### config.mk
export PLATFORM = sky130hd
export DESIGN_NAME = acia_uart_rx
export DESIGN_NICKNAME = d
export VERILOG_FILES = /design/src/rtl/uart_pkg.sv /design/src/rtl/uart_rx_fifo.sv /design/src/rtl/acia_uart_rx.sv
export SDC_FILE = /design/constraint.sdc
export NUM_CORES = 1
export LEC_CHECK = 0
export ABC_AREA = 1
export BUFFER_PORTS_ARGS = -buffer_cell sky130_fd_sc_hd__buf_2
export CAP_MARGIN = 20
export CORE_ASPECT_RATIO = 0.5
export CORE_MARGIN = 10
export CORE_UTILIZATION = 35
export CTS_CLUSTER_SIZE = 28
export DETAILED_ROUTE_END_ITERATION = 12
export SLEW_MARGIN = 20
export SYNTH_ARGS = -nofsm -noshare
export SYNTH_HDL_FRONTEND = slang
export SYNTH_HIERARCHICAL = 1
export SYNTH_SLANG_ARGS = --single-unit
### constraint.sdc
create_clock -name clk -period 3.8 [get_ports clk]
set_input_delay 0.76 -clock clk [delete_from_list [all_inputs] [get_ports clk]]
set_output_delay 0.76 -clock clk [all_outputs]
set_load 0.01 [all_outputs]
### src/rtl/uart_pkg.sv
// Shared types and constants for the SuperSerial receive path.
package uart_pkg;

    typedef enum logic [2:0] {
        ST_IDLE,
        ST_START,
        ST_DATA,
        ST_PARITY,
        ST_STOP,
        ST_WAIT_IDLE
    } rx_state_t;

    typedef enum logic [1:0] {
        PAR_ODD   = 2'b00,
        PAR_EVEN  = 2'b01,
        PAR_MARK  = 2'b10,
        PAR_SPACE = 2'b11
    } parity_mode_t;

    localparam logic [1:0] WL_8 = 2'b00;
    localparam logic [1:0] WL_7 = 2'b01;
    localparam logic [1:0] WL_6 = 2'b10;
    localparam logic [1:0] WL_5 = 2'b11;

    localparam logic [3:0] MID_SAMPLE = 4'd7;
    localparam logic [3:0] LAST_VOTE  = 4'd9;

    typedef struct packed {
        logic [7:0] data;
        logic       perr;
        logic       ferr;
        logic       brk;
    } rx_entry_t;

    // Index of the final data bit for a 6551 word-length code.
    function automatic logic [2:0] last_bit_idx(input logic [1:0] wl);
        logic [2:0] idx;
        case (wl)
            WL_8:    idx = 3'd7;
            WL_7:    idx = 3'd6;
            WL_6:    idx = 3'd5;
            WL_5:    idx = 3'd4;
            default: idx = 3'd7;
        endcase
        return idx;
    endfunction

    function automatic logic parity_expect(input parity_mode_t mode, input logic [7:0] d);
        logic p;
        case (mode)
            PAR_ODD:   p = ~(^d);
            PAR_EVEN:  p = ^d;
            PAR_MARK:  p = 1'b1;
            PAR_SPACE: p = 1'b0;
            default:   p = 1'b0;
        endcase
        return p;
    endfunction

endpackage

### src/rtl/uart_rx_fifo.sv
// Small synchronous FIFO of received characters; a pop frees room for a same-cycle push.
module uart_rx_fifo
    import uart_pkg::*;
#(
    parameter int unsigned FIFO_DEPTH = 4
) (
    input  logic       clk,
    input  logic       reset,
    input  logic       push_i,
    input  rx_entry_t  wdata_i,
    input  logic       pop_i,
    output rx_entry_t  head_o,
    output logic       full_o,
    output logic       empty_o,
    output logic       drop_o,
    output logic [4:0] count_o
);

    localparam int unsigned PW = $clog2(FIFO_DEPTH);

    rx_entry_t     mem_q [FIFO_DEPTH];
    logic [PW-1:0] wr_ptr_q, wr_ptr_d;
    logic [PW-1:0] rd_ptr_q, rd_ptr_d;
    logic [4:0]    count_q, count_d;
    logic          do_push, do_pop;

    assign empty_o = (count_q == 5'd0);
    assign full_o  = (count_q == 5'(FIFO_DEPTH));
    assign do_pop  = pop_i & ~empty_o;
    assign do_push = push_i & (~full_o | do_pop);
    assign drop_o  = push_i & ~do_push;
    assign head_o  = empty_o ? '0 : mem_q[rd_ptr_q];
    assign count_o = count_q;

    always_comb begin
        wr_ptr_d = wr_ptr_q;
        rd_ptr_d = rd_ptr_q;
        count_d  = count_q;
        if (do_push) wr_ptr_d = PW'(wr_ptr_q + 1'b1);
        if (do_pop)  rd_ptr_d = PW'(rd_ptr_q + 1'b1);
        case ({do_push, do_pop})
            2'b10:   count_d = 5'(count_q + 5'd1);
            2'b01:   count_d = 5'(count_q - 5'd1);
            default: count_d = count_q;
        endcase
    end

    always_ff @(posedge clk or posedge reset) begin
        if (reset) begin
            wr_ptr_q <= '0;
            rd_ptr_q <= '0;
            count_q  <= '0;
        end else begin
            wr_ptr_q <= wr_ptr_d;
            rd_ptr_q <= rd_ptr_d;
            count_q  <= count_d;
        end
    end

    always_ff @(posedge clk) begin
        if (do_push) mem_q[wr_ptr_q] <= wdata_i;
    end

endmodule

### src/rtl/acia_uart_rx.sv
// 6551-style UART receiver: 16x oversampled frame recovery with 3-sample majority vote,
// feeding a character FIFO with per-entry parity/framing/break flags.
module acia_uart_rx
    import uart_pkg::*;
#(
    parameter int unsigned FIFO_DEPTH = 4,
    parameter int unsigned OVERSAMPLE = 16
) (
    input  logic        clk,
    input  logic        reset,
    input  logic [15:0] baud_div_i,
    input  logic [1:0]  word_len_i,
    input  logic        parity_en_i,
    input  logic [1:0]  parity_mode_i,
    input  logic        rx_i,
    input  logic        rd_i,
    input  logic        clr_err_i,
    output logic [7:0]  data_o,
    output logic        valid_o,
    output logic        parity_err_o,
    output logic        framing_err_o,
    output logic        break_o,
    output logic        overrun_o,
    output logic [4:0]  count_o
);

    localparam logic [3:0] LAST_TICK = 4'(OVERSAMPLE - 1);

    rx_state_t    state_q, state_d;
    logic [1:0]   sync_q;
    logic [15:0]  tick_cnt_q;
    logic [3:0]   smp_q, smp_d;
    logic         s0_q, s0_d, s1_q, s1_d;
    logic [2:0]   bit_idx_q, bit_idx_d;
    logic [7:0]   data_q, data_d;
    logic [1:0]   wl_q, wl_d;
    logic         pen_q, pen_d;
    parity_mode_t pmode_q, pmode_d;
    logic         pbit_q, pbit_d;
    logic         perr_q, perr_d;
    logic         overrun_q;
    logic         rx_s, tick_c, resolve_c, bound_c, vote_c, push_c, drop_c, empty_c;
    rx_entry_t    entry_c, head_c;

    assign rx_s      = sync_q[1];
    assign tick_c    = (tick_cnt_q == 16'd0);
    assign resolve_c = tick_c && (smp_q == LAST_VOTE);
    assign bound_c   = tick_c && (smp_q == LAST_TICK);
    assign vote_c    = (s0_q & s1_q) | (s0_q & rx_s) | (s1_q & rx_s);

    // Synchroniser and free-running oversample tick divider.
    always_ff @(posedge clk or posedge reset) begin
        if (reset) begin
            sync_q     <= 2'b11;
            tick_cnt_q <= '0;
        end else begin
            sync_q     <= {sync_q[0], rx_i};
            tick_cnt_q <= tick_c ? baud_div_i : 16'(tick_cnt_q - 16'd1);
        end
    end

    always_comb begin
        state_d   = state_q;
        smp_d     = smp_q;
        s0_d      = s0_q;
        s1_d      = s1_q;
        bit_idx_d = bit_idx_q;
        data_d    = data_q;
        wl_d      = wl_q;
        pen_d     = pen_q;
        pmode_d   = pmode_q;
        pbit_d    = pbit_q;
        perr_d    = perr_q;
        push_c    = 1'b0;
        entry_c   = '0;

        if (tick_c) begin
            smp_d = 4'(smp_q + 4'd1);
            if (smp_q == MID_SAMPLE)         s0_d = rx_s;
            if (smp_q == 4'(MID_SAMPLE + 1)) s1_d = rx_s;
        end

        case (state_q)
            ST_IDLE: begin
                if (!rx_s) state_d = ST_START;
            end
            ST_START: begin
                if (resolve_c && vote_c) begin
                    state_d = ST_IDLE;
                end else if (bound_c) begin
                    state_d   = ST_DATA;
                    bit_idx_d = '0;
                    data_d    = '0;
                    wl_d      = word_len_i;
                    pen_d     = parity_en_i;
                    pmode_d   = parity_mode_t'(parity_mode_i);
                    pbit_d    = 1'b0;
                    perr_d    = 1'b0;
                end
            end
            ST_DATA: begin
                if (resolve_c) data_d[bit_idx_q] = vote_c;
                if (bound_c) begin
                    if (bit_idx_q == last_bit_idx(wl_q)) state_d = pen_q ? ST_PARITY : ST_STOP;
                    else                                 bit_idx_d = 3'(bit_idx_q + 3'd1);
                end
            end
            ST_PARITY: begin
                if (resolve_c) begin
                    pbit_d = vote_c;
                    perr_d = (vote_c != parity_expect(pmode_q, data_q));
                end
                if (bound_c) state_d = ST_STOP;
            end
            ST_STOP: begin
                // Push on the stop-bit vote; a low stop bit parks in WAIT_IDLE so a held break yields one entry.
                if (resolve_c) begin
                    push_c       = 1'b1;
                    entry_c.data = data_q;
                    entry_c.perr = perr_q;
                    entry_c.ferr = ~vote_c;
                    entry_c.brk  = ~vote_c & (data_q == 8'd0) & ~pbit_q;
                    state_d      = vote_c ? ST_IDLE : ST_WAIT_IDLE;
                end
            end
            ST_WAIT_IDLE: begin
                if (rx_s) state_d = ST_IDLE;
            end
            default: state_d = ST_IDLE;
        endcase

        if ((state_d != state_q) && (state_d inside {ST_START, ST_DATA, ST_PARITY, ST_STOP}))
            smp_d = '0;
    end

    always_ff @(posedge clk or posedge reset) begin
        if (reset) begin
            state_q   <= ST_IDLE;
            smp_q     <= '0;
            s0_q      <= 1'b1;
            s1_q      <= 1'b1;
            bit_idx_q <= '0;
            data_q    <= '0;
            wl_q      <= WL_8;
            pen_q     <= 1'b0;
            pmode_q   <= PAR_ODD;
            pbit_q    <= 1'b0;
            perr_q    <= 1'b0;
            overrun_q <= 1'b0;
        end else begin
            state_q   <= state_d;
            smp_q     <= smp_d;
            s0_q      <= s0_d;
            s1_q      <= s1_d;
            bit_idx_q <= bit_idx_d;
            data_q    <= data_d;
            wl_q      <= wl_d;
            pen_q     <= pen_d;
            pmode_q   <= pmode_d;
            pbit_q    <= pbit_d;
            perr_q    <= perr_d;
            overrun_q <= drop_c ? 1'b1 : (clr_err_i ? 1'b0 : overrun_q);
        end
    end

    uart_rx_fifo #(.FIFO_DEPTH(FIFO_DEPTH)) u_fifo (
        .clk     (clk),
        .reset   (reset),
        .push_i  (push_c),
        .wdata_i (entry_c),
        .pop_i   (rd_i),
        .head_o  (head_c),
        .full_o  (),
        .empty_o (empty_c),
        .drop_o  (drop_c),
        .count_o (count_o)
    );

    assign data_o        = head_c.data;
    assign parity_err_o  = head_c.perr;
    assign framing_err_o = head_c.ferr;
    assign break_o       = head_c.brk;
    assign valid_o       = ~empty_c;
    assign overrun_o     = overrun_q;

endmodule

==> results.cfg <==
[run_status]
outcome = completed

[synthesis]
synth_cell_types = 41
synthCells = 558
syn-num-nets = 601
async_reset_ff_frac = 0.556
synthMostInstantiatedCell = nor2_1
synthFlopType = dfrtp_1
synth_top_area_frac = 0.258
netlist_area_mm2 = 0.00512
synth_edf_count = 44
ys_top_cells_by_count = 95 x nor2_1, 68 x nand2_1, 65 x inv_1, 51 x dfrtp_1, 51 x o21ai_0
synth_area_leader_cell = edfxtp_1
synth_area_leaders = edfxtp_1 26%, dfrtp_1 25%, nor2_1 7.0%
ys_seq_area_frac = 0.528
avgSynthCellArea_um2 = 9.18
ys_ff_latch = 99
yosys_warnings = 6

[setup_path]
r2r_cells = 16
worstSetupEndpointType = flop
cp_max_fo = 4
path_class = flop to flop
r2r-start = tick_cnt_q[0]
crit_start = tick_cnt_q[0]
worst_setup_path_start_kind = flop
required_ps = 4050
arrival_ps = 3140

[place]
place_area_mm2 = 0.00557
place_ws_ps = 927
routabilityCongestion = 0.831
place_hpwl_um = 7790
portBuffers = 43

[drt]
first_pass_iters = 4
first_iter_violations = 208
totalWireLength_um = 10900
ant_nets = 0
avgRoutedWirePerCell_um = 13.5
viasPerCell = 4.72
num_vias = 3817
drc = 0

[power]
vdd_drop_max_v = 0.000202
p_leak_nw = 2.72
p_per_area_mw_per_mm2 = 380

[min_path]
min_path_cells = 0
min_path_type = flop to flop
min-delay-start = sync_q[0]

[layout]
syn2layout_area_growth_pct = 14.7
layout.nets = 648
drive_gt1_frac = 0.179
fillers = 1418
final_area_mm2 = 0.00587
num_antenna_cells = 0

[global_route]
grt_pass1_vias = 3805
grt_usage = 0.112
grt_pass1_wl_um = 18500
grt_antenna_before_repair = 0
grt_max_degree = 47
grt.overflow.total = 0

[timing]
fin_setup_tns_ps = 0
post-route-period-util = 0.761
finalSetupViolCount = 0
worst_slack_ps = 908
maxSlewViolCount = 0
relSlewSlack = 0.462
skew_ps = 7.97
max_clock_freq_ghz = 0.346
hold_viol = 0
finalWorstPathRequiredPeriod_ps = 2890
rsz0062_at_grt = no
worst_pin_slew_ps = 807

[run]
maxCapViolations = 0

[floorplanning]
rows = 31
pin_count = 44
die_h_um = 106
die_w_um = 191
dieArea_mm2 = 0.0202
core_area_mm2 = 0.0144
start_util = 0.356

[cts]
clk_path_buf_depth = 2
cts_made_buffers = 9
cts_tree = done
cts_repair_resize_count = 0
hold_buffers = 0
clk_latency_ps = 350
clock_sinks = 99
cts_setup_buffers = 0
ctsRootBufferMaster = clkbuf_16
htreeDepth = 3
clkTransAtPathRegs_ps = 70
## worst paths after layout
| check | to | slack, ps |
|---|---|---|
| worst max-delay path | u_fifo/count_o[4] | 910 |
| worst min-delay path | sync_q[1] | 360 |
| worst max register to register | u_fifo/count_o[4] | 910 |
| worst min register to register | sync_q[1] | 360 |
| max in group asynchronous | bit_idx_q[0] | 2770 |
| min in group asynchronous | u_fifo/rd_ptr_q[1] | 390 |
## registers in the layout, summed over array words and instances, names as in the netlist, 3 cells and up
name            flops
state_q             3
u_fifo/count_o      5
smp_q               4
tick_cnt_q         16
bit_idx_q           3
data_q              8
u_fifo/mem_q       44
## area by class of cell
| type | instances | area, um2 | area share |
|---|---|---|---|
| clock buffers | 9 | 225 | 0.0384 |
| clock inverters | 7 | 78.8 | 0.0134 |
| inverters | 75 | 283 | 0.0482 |
| multi-input cells | 372 | 2080 | 0.355 |
| flip-flops and latches | 99 | 2700 | 0.460 |
| well taps | 198 | 248 | 0.0422 |
| repair buffers | 48 | 253 | 0.0430 |
## critical path, stage by stage (launching register included)
cell     delay (ps)
dfrtp_1         380
inv_1           110
ha_1            240
nand2_4         110
nor2_8          150
nand4_2         140
nor2_1          370
inv_1           150
nand3_2         160
inv_1           100
ha_1            320
a21oi_1         160
nand2_1          90
nand4_1         100
nand3_1          90
nand2_1          70
nand2_1          40
## metrics by stage
step | utilization | total power, mW | hold slack, ps | cells
after floorplan | - | 1.28 | 345 | 558
after global placement | 0.387 | 1.32 | 348 | 792
after detailed placement | 0.387 | 1.32 | 347 | 792
after CTS | 0.408 | 2.26 | 358 | 808
after global routing | 0.408 | 2.32 | 361 | 808
final | 0.408 | 2.23 | 357 | 808
## kinds of logic (layout without fill, tap and decap cells)
kind of cell               count (synthesis)  after routing  synth area share
xor gates and xnor gates                  22             22            0.0376
adders and majority gates                 17             17            0.0430
and+or+nand+nor                          229            229             0.217
AOI/OAI and AO/OA                        104            104             0.109
DFF                                       99             99             0.528
buffers and inverters                     87            139            0.0655
## metal layers
| layer | track usage | share of wire |
|---|---|---|
| met1 | 0.137 | 0.47 |
| met2 | 0.192 | 0.48 |
| met3 | 0.0250 | 0.040 |
| met4 | 0.0358 | 0.012 |
| met5 | 0 | 0 |
## where the power goes
| part | internal, mW | switching (mW) | total (mW) |
|---|---|---|---|
| Combinational | 0.0481 | 0.0722 | 0.120 |
| Sequential | 1.14 | 0.0329 | 1.18 |
| Clock | 0.474 | 0.459 | 0.933 |
## layout by cell type (no fill, tap or decap), types with 2 or more instances in the layout
cell type and n:
o31ai_1 6, a31oi_1 7, nor2_4 3, dfrtp_1 51, edfxtp_1 44, nor2_1 95, nand2_4 5, a21oi_1 31
nand3_2 3, xnor2_1 7, clkbuf_16 9, nand2_2 7, inv_2 8, dfstp_2 4, xor2_1 15, o21ai_0 51
nor2_2 8, buf_4 5, clkinv_1 2, o21ai_1 4, inv_8 4, nand4_1 10, nor3_1 8, nand3_1 14
buf_2 43, nand2_1 68, inv_1 64, o21a_1 2, inv_6 2, ha_1 16
No activity file was read; power rests on OpenSTA's default activity.
